`src/rtl/register_file_param.sv`:
```
// Parametrised register file: 2 async read ports, 1 byte-enabled sync write port, sequenced clear.
// Optional write-through forwarding when REGFILE_BYPASS_EN is defined.
module register_file_param #(
    parameter int unsigned DATA_W   = 32,
    parameter int unsigned ADDR_W   = 5,
    parameter bit          ZERO_REG = 1'b1
) (
    input  logic              clk,
    input  logic              rstb,
    input  logic              clr,
    output logic              busy,
    input  logic              RegWr,
    input  logic [ADDR_W-1:0] Rw,
    input  logic [DATA_W-1:0] busW,
    input  logic [DATA_W/8-1:0] be,
    input  logic [ADDR_W-1:0] Ra,
    input  logic [ADDR_W-1:0] Rb,
    output logic [DATA_W-1:0] busA,
    output logic [DATA_W-1:0] busB,
    output logic              wr_drop
);

    localparam int unsigned DEPTH  = 2 ** ADDR_W;
    localparam int unsigned NBYTES = DATA_W / 8;

    typedef enum logic {IDLE, CLEAR} state_t;

    state_t            state;
    state_t            stateNext;
    logic [ADDR_W-1:0] ptr;
    logic [ADDR_W-1:0] ptrNext;
    logic              dropNext;
    logic              zeroW;
    logic              wrEn;
    logic [DATA_W-1:0] merged;
    logic [DATA_W-1:0] mem [DEPTH];

    // Write qualification shared by the array, the drop flag and forwarding
    assign zeroW = ZERO_REG && (Rw == '0);
    assign wrEn  = RegWr && (state == IDLE) && !zeroW;

    // Stored word with the enabled bytes of busW laid over it
    always_comb begin
        merged = mem[Rw];
        for (int i = 0; i < NBYTES; i++) begin
            if (be[i]) begin
                merged[8*i +: 8] = busW[8*i +: 8];
            end
        end
    end

    // State register
    always_ff @(posedge clk) begin
        if (!rstb) begin
            state   <= CLEAR;
            ptr     <= '0;
            busy    <= 1'b1;
            wr_drop <= 1'b0;
        end else begin
            state   <= stateNext;
            ptr     <= ptrNext;
            busy    <= (stateNext == CLEAR);
            wr_drop <= dropNext;
        end
    end

    // Next-state logic
    always_comb begin
        stateNext = state;
        ptrNext   = ptr;
        case (state)
            IDLE: begin
                if (clr) begin
                    stateNext = CLEAR;
                    ptrNext   = '0;
                end
            end
            CLEAR: begin
                if (ptr == ADDR_W'(DEPTH - 1)) begin
                    stateNext = IDLE;
                    ptrNext   = '0;
                end else begin
                    ptrNext = ptr + ADDR_W'(1);
                end
            end
            default: begin
                stateNext = IDLE;
                ptrNext   = '0;
            end
        endcase
    end

    // Output logic: read ports and the drop indication
    always_comb begin
        busA     = '0;
        busB     = '0;
        dropNext = RegWr && (be != '0) && ((state == CLEAR) || zeroW);
        if (state == IDLE) begin
            busA = (ZERO_REG && (Ra == '0)) ? '0 : mem[Ra];
            busB = (ZERO_REG && (Rb == '0)) ? '0 : mem[Rb];
`ifdef REGFILE_BYPASS_EN
            if (wrEn && (Ra == Rw)) begin
                busA = merged;
            end
            if (wrEn && (Rb == Rw)) begin
                busB = merged;
            end
`endif
        end
    end

    // Storage array; left untouched while rstb is held low
    always_ff @(posedge clk) begin
        if (rstb) begin
            if (state == CLEAR) begin
                mem[ptr] <= '0;
            end else if (wrEn) begin
                mem[Rw] <= merged;
            end
        end
    end

endmodule

```
`config.mk`:
```
export PLATFORM = sky130hd
export DESIGN_NAME = register_file_param
export DESIGN_NICKNAME = d
export VERILOG_FILES = /design/src/rtl/register_file_param.sv
export SDC_FILE = /design/constraint.sdc
export NUM_CORES = 1
export LEC_CHECK = 0
export CAP_MARGIN = 20
export CORE_MARGIN = 2
export CORE_UTILIZATION = 56
export DETAILED_ROUTE_END_ITERATION = 6
export PLACE_DENSITY = 0.76
export REMOVE_ABC_BUFFERS = 1
export SLEW_MARGIN = 20
export SYNTH_ARGS = -nofsm -noshare
export SYNTH_HDL_FRONTEND = slang
export SYNTH_SLANG_ARGS = --single-unit
```
`constraint.sdc`:
```
create_clock -name clk -period 2.4 [get_ports clk]
set_clock_uncertainty 0.1 [all_clocks]
set_input_delay 0.24 -clock clk [delete_from_list [all_inputs] [get_ports clk]]
set_output_delay 0.24 -clock clk [all_outputs]
set_load 0.01 [all_outputs]
```
-- Yosys cells after proc, flatten, opt, wreduce, memory -nomap -nowiden
Memories as Yosys holds them, arrays and structs flattened.
Index checks and enable logic that the tools add are counted.
W data, S select, Z words.
- register bits after elaboration: 7
- RAM bits: 1024
- output and inout bits: 66
- word-level logic and storage cells: 51
- memories kept: 1
- memories (name ; words ; width ; rd ports ; clocked after memory_dff ; wr ports ; line ; RTL):
    mem ; 32 ; 32 ; 2 ; 0 ; 1 ; 36 ; logic [DATA_W-1:0] mem [DEPTH];
- add/sub/neg operators: 1
- equal/unequal tests: 6
- mux-type cells: 24
- bitwise gates (word level): 1
- reductions and logical operators: 15
- operators by type and width (cell ; number):
    $mux W32 ; 5
    $mux W8 ; 4
    $reduce_or A32 Y1 ; 1
    $logic_not A5 Y1 ; 3
    $mux W5 ; 3
    $pmux W5 S2 ; 1
    $mux W1 ; 9
    $reduce_and A2 Y1 ; 4
    $add A5 B1 Y5 const B ; 1
    $eq A5 B5 Y1 const B ; 1
    $logic_and A1 B1 Y1 ; 4
    $mux W4 ; 1
    $ne A1 B1 Y1 const B ; 4
    $reduce_bool A4 Y1 ; 1
    $ne A2 B2 Y1 const B ; 1
    $pmux W1 S2 ; 1
    $logic_not A1 Y1 ; 1
    $logic_or A1 B1 Y1 ; 1
    $not A1 Y1 ; 1

-- Logic depth before layout (Yosys ltp)
Gate-level depths: netlist of the first run.
- word-level depth: 10
- mapped depth: 8
- gate-level depth less buffers: 7

-- Least setup slack after synthesis of the first run
Ideal clock, no wire load.
- kind: reg-to-reg
- start point: register state
- end point: memory mem[0][0] (enable)
- library setup time: 395 ps
- arrival: 1970 ps
- required time: 1905 ps
- setup slack: -65 ps
- stages on the path, launching flop included: 6
- path buffers: 2
- clock period less this slack: 2465 ps
- cells stage by stage: dfxtp_1 buf_2 nand3b_4 a211oi_4 buf_4 nor4_1
- longest elaborated chain between the ends: 10
- ends and longest elaborated chain (element ; line ; RTL):
    start: declaration ; 28 ; state_t state;
    start signal: assignment ; 60 ; state <= stateNext;
    $not A1 Y1 ; - ;
    $logic_and A1 B1 Y1 (2 in series) ; 40 ; assign wrEn = RegWr && (state == IDLE) && !zeroW;
    $mux W1 ; 117 ; end else if (wrEn) begin
    $mux W1 ; 115 ; if (state == CLEAR) begin
    $mux W1 ; 114 ; if (rstb) begin
    $mux W1 (not written as such) ; 118 ; mem[Rw] <= merged;
    $reduce_and A2 Y1 (no source line) ; - ;
    $reduce_or A32 Y1 (no source line) ; - ;
    $mux W5 (no source line) or $mux W4 (tied branches) ; - ;
    end: declaration ; 36 ;
Parallel ways exist; a longest one is shown, timed or not.

-- Final worst setup path of the first run
- start point: register state
- end point: output port busB[20]
- longest elaborated chain between the ends: 1
- ends and longest elaborated chain (element ; line ; RTL):
    $mux W32 ; 98 ; if (state == IDLE) begin
    end: declaration ; 19 ; output logic [DATA_W-1:0] busB,
Every way passes these cells.

==> metrics.cfg, run 1 <==
[timing]
min_period_ps = 2890
finalSetupViolCount = 90
max_slew_margin = 0.540
max_slew.worst_pin.slew_ps = 689
rsz0062_at_grt = yes
maxSlewViolCount = 0
period_share = 1.20
fmax_ghz = 0.346
hold_viol_final = 0
final.setup.worst_slack_ps = -492

[synth]
synth-seq-cells = 1030
synth_cell_type_count = 58
ys_seq_area_frac = 0.633
syn_area_per_cell_um2 = 16.3
synthArstFlopShare = 0
syn_inst = 2984
synth_edf_count = 1023
yosysTopAreaCell = edfxtp_1
netlist_area_um2 = 48800
yosys_warnings = 0
synth_top_area_share = 0.630
ys.flop_type = edfxtp_1
synthTopCellsByArea = edfxtp_1, mux2i_1, mux4_2, o22ai_1, a22oi_1

[place]
placed_cell_area_um2 = 55600
place_worst_setup_slack_ps = -1120
place_inst = 4473
gp_congestion = 0.981
portBuffers = 120
dpl.hpwl_mm = 108

[power_and_ir_drop]
netSwitchingPower_w = 0.00829
power.total_w = 0.0378
swShare = 0.219
p_per_area_nw_per_um2 = 620
peakVddDrop_mv = 0.656
power_frac_seq = 0.521
p_clk_frac = 0.410
p_comb_frac = 0.069
p_leak_nw = 21.3
p_int_w = 0.0295

[detailed_routing]
vias_per_cell = 7.19
drc = 1
wirelength_mm = 165
drt.antenna.violating_nets = 0
post_drt_wl_per_cell_um = 35.0
first_pass_iters = 7
vias = 33900
drt_iter0_markers = 5155

[cells_and_area]
fin_area_um2 = 60900
post-route-util = 0.704
drive_gt1_frac = 0.345
fillers = 5281
final_cell_mix = edfxtp_1, mux2i_1, buf_4, mux4_2, o22ai_1
syn_to_final_growth_pct = 24.9
finalNonFillerCells = 4709
final_common_cell = edfxtp_1
finalNetCount = 3530
diodes = 0

[run_status]
status = finished, violations left
violations = design-rule violations, negative setup slack

[critical_path]
path_cells = buf_12 -> nor2b_4 -> buf_6 -> nor2b_4 -> buf_6 -> buf_12 -> buf_6 -> a22oi_2 -> nand4_1 -> buf_2
crit_path_end_kind = output pin
critPathMaxFanout = 8
critPathKind = reg -> out
start_kind = flop
slowest_stage = dfxtp_4
timing.critical_path.mode_cell = buf_6
crit_arrival_ps = 2550
cp.required_ps = 2060
r2r_cells = 7
slowest_delay_ps = 420
reg2reg_slack_ps = -30

[grt]
grt_usage = 0.363
grt_pass1_vias = 33700
grt_pass1_wl_mm = 233
grt_max_degree = 33
grt-ovfl-total = 0
antenna_found_initial = 0

[flow_run]
maxCapViolCount = 0

[clock_tree]
cts_root_buf = clkbuf_16
cts_buffer_depth = 3
hold_buffers = 0
htree_levels = 3
clk_pin_slew_worst_paths_ps = 60
numCtsBuffers = 102
clock-sinks = 1030
clkLatencyLatePin_ps = 660
cts_tree = done

[floorplanning]
fp.dieH_um = 299
std_cell_rows = 108
die_area_um2 = 89500
boundaryPins = 121
core_um2 = 86500
fp.dieW_um = 299
initial_core_util = 0.564

[hold_path]
worstHoldPathType = in -> reg
min_path_cells = 4

## cell type report
type / instances / area (um2) / area share
Clock buffer: 127 / 2710 / 0.0445
Clock inverter: 58 / 434 / 0.00713
Inverter: 4 / 15.0 / 0.000247
Multi-Input combinational cell: 1695 / 18300 / 0.300
Sequential cell: 1030 / 30900 / 0.507
Tap cell: 1155 / 1450 / 0.0237
Timing Repair Buffer: 640 / 7120 / 0.117
## power groups by stage
stage / Combinational (W) / Clock, W / Sequential (W)
floorplan: 0.000876 / 0 / 0.0200
global placement: 0.00236 / 0 / 0.0200
detailed placement: 0.00239 / 0 / 0.0200
CTS: 0.00252 / 0.0154 / 0.0197
global route: 0.00267 / 0.0162 / 0.0197
finish: 0.00262 / 0.0155 / 0.0197
## sequential cells by signal, indices dropped and copies added (netlist names)
| name | flops |
|---|---|
| state | 1 |
| wr_drop | 1 |
| ptr | 5 |
| mem | 1023 |
## cell families after synthesis
logic type / Yosys count / synth area share
DFF: 1030 / 0.633
muxes: 762 / 0.225
AOI/OAI and AO/OA: 504 / 0.0708
and+or+nand+nor: 427 / 0.0438
buffers and inverters: 259 / 0.0268
adders and majority gates: 2 / 0.000513
## cell usage after synthesis, types with 35 or more instances
master    number
buf_2         96
and2_1        35
mux4_1        37
a22oi_1      158
o21ai_0       45
nand2_1       73
mux2i_1      504
mux4_2       220
nand4_1       63
nor2_1       181
edfxtp_1    1023
o22ai_1      191
clkbuf_1     105
## layer usage
metal  global-route usage  wire length, um  vias up
li1                     -                -    13400
met1                0.479            56200    16800
met2                0.563            75500     2953
met3               0.0931            22400      687
met4                0.188            11000        0
met5                    0                0        -
## per-stage QoR
| stage | setup TNS (ps) | hold WS (ps) |
|---|---|---|
| finish | -23180 | 318 |
| global route | -25830 | 284 |
| CTS | -23090 | 260 |
| detailed placement | -964260 | 553 |
| global placement | -957730 | 567 |
| floorplan | -2370180 | 212 |
## timing repair
item / 4_1_cts / 5_1_grt
setup endpoints to repair: 978 / 526
buffers inserted: 37 / 17
gates cloned: 9 / 1
hold endpoints to repair: 0 / 0
gates resized for setup: 591 / 93
pin swaps: 91 / 73
## critical path: cells and delay by family (launching register included)
kind	cells	cell delay, ps
AO/OA/AOI/OAI	1	220
buffers and inverters	6	850
flip-flops	1	420
AND/OR/NAND/NOR	3	380
## path summary, 6_finish.rpt
| path | from | endpoint |
|---|---|---|
| worst max register to register | state$_SDFF_PN1_ | mem[20][10]$_DFFE_PP_ |
| worst min-delay path | RegWr | wr_drop$_SDFF_PN0_ |
| worst min register to register | ptr[3]$_SDFFE_PN0P_ | ptr[3]$_SDFFE_PN0P_ |
| worst max-delay path | state$_SDFF_PN1_ | busB[20] |
Note: power is estimated with default switching activity, not from simulation.
==> inputs of run 2 (changes only) <==
--- a/config.mk
+++ b/config.mk
@@ -10,8 +10,9 @@
 export CORE_UTILIZATION = 56
 export DETAILED_ROUTE_END_ITERATION = 6
 export PLACE_DENSITY = 0.76
+export RECOVER_POWER = 50
 export REMOVE_ABC_BUFFERS = 1
-export SLEW_MARGIN = 20
+export SLEW_MARGIN = 25
 export SYNTH_ARGS = -nofsm -noshare
 export SYNTH_HDL_FRONTEND = slang
 export SYNTH_SLANG_ARGS = --single-unit
==> results of run 2 <==
Same layout as run 1: the final DEF is identical, and so are final timing and power.
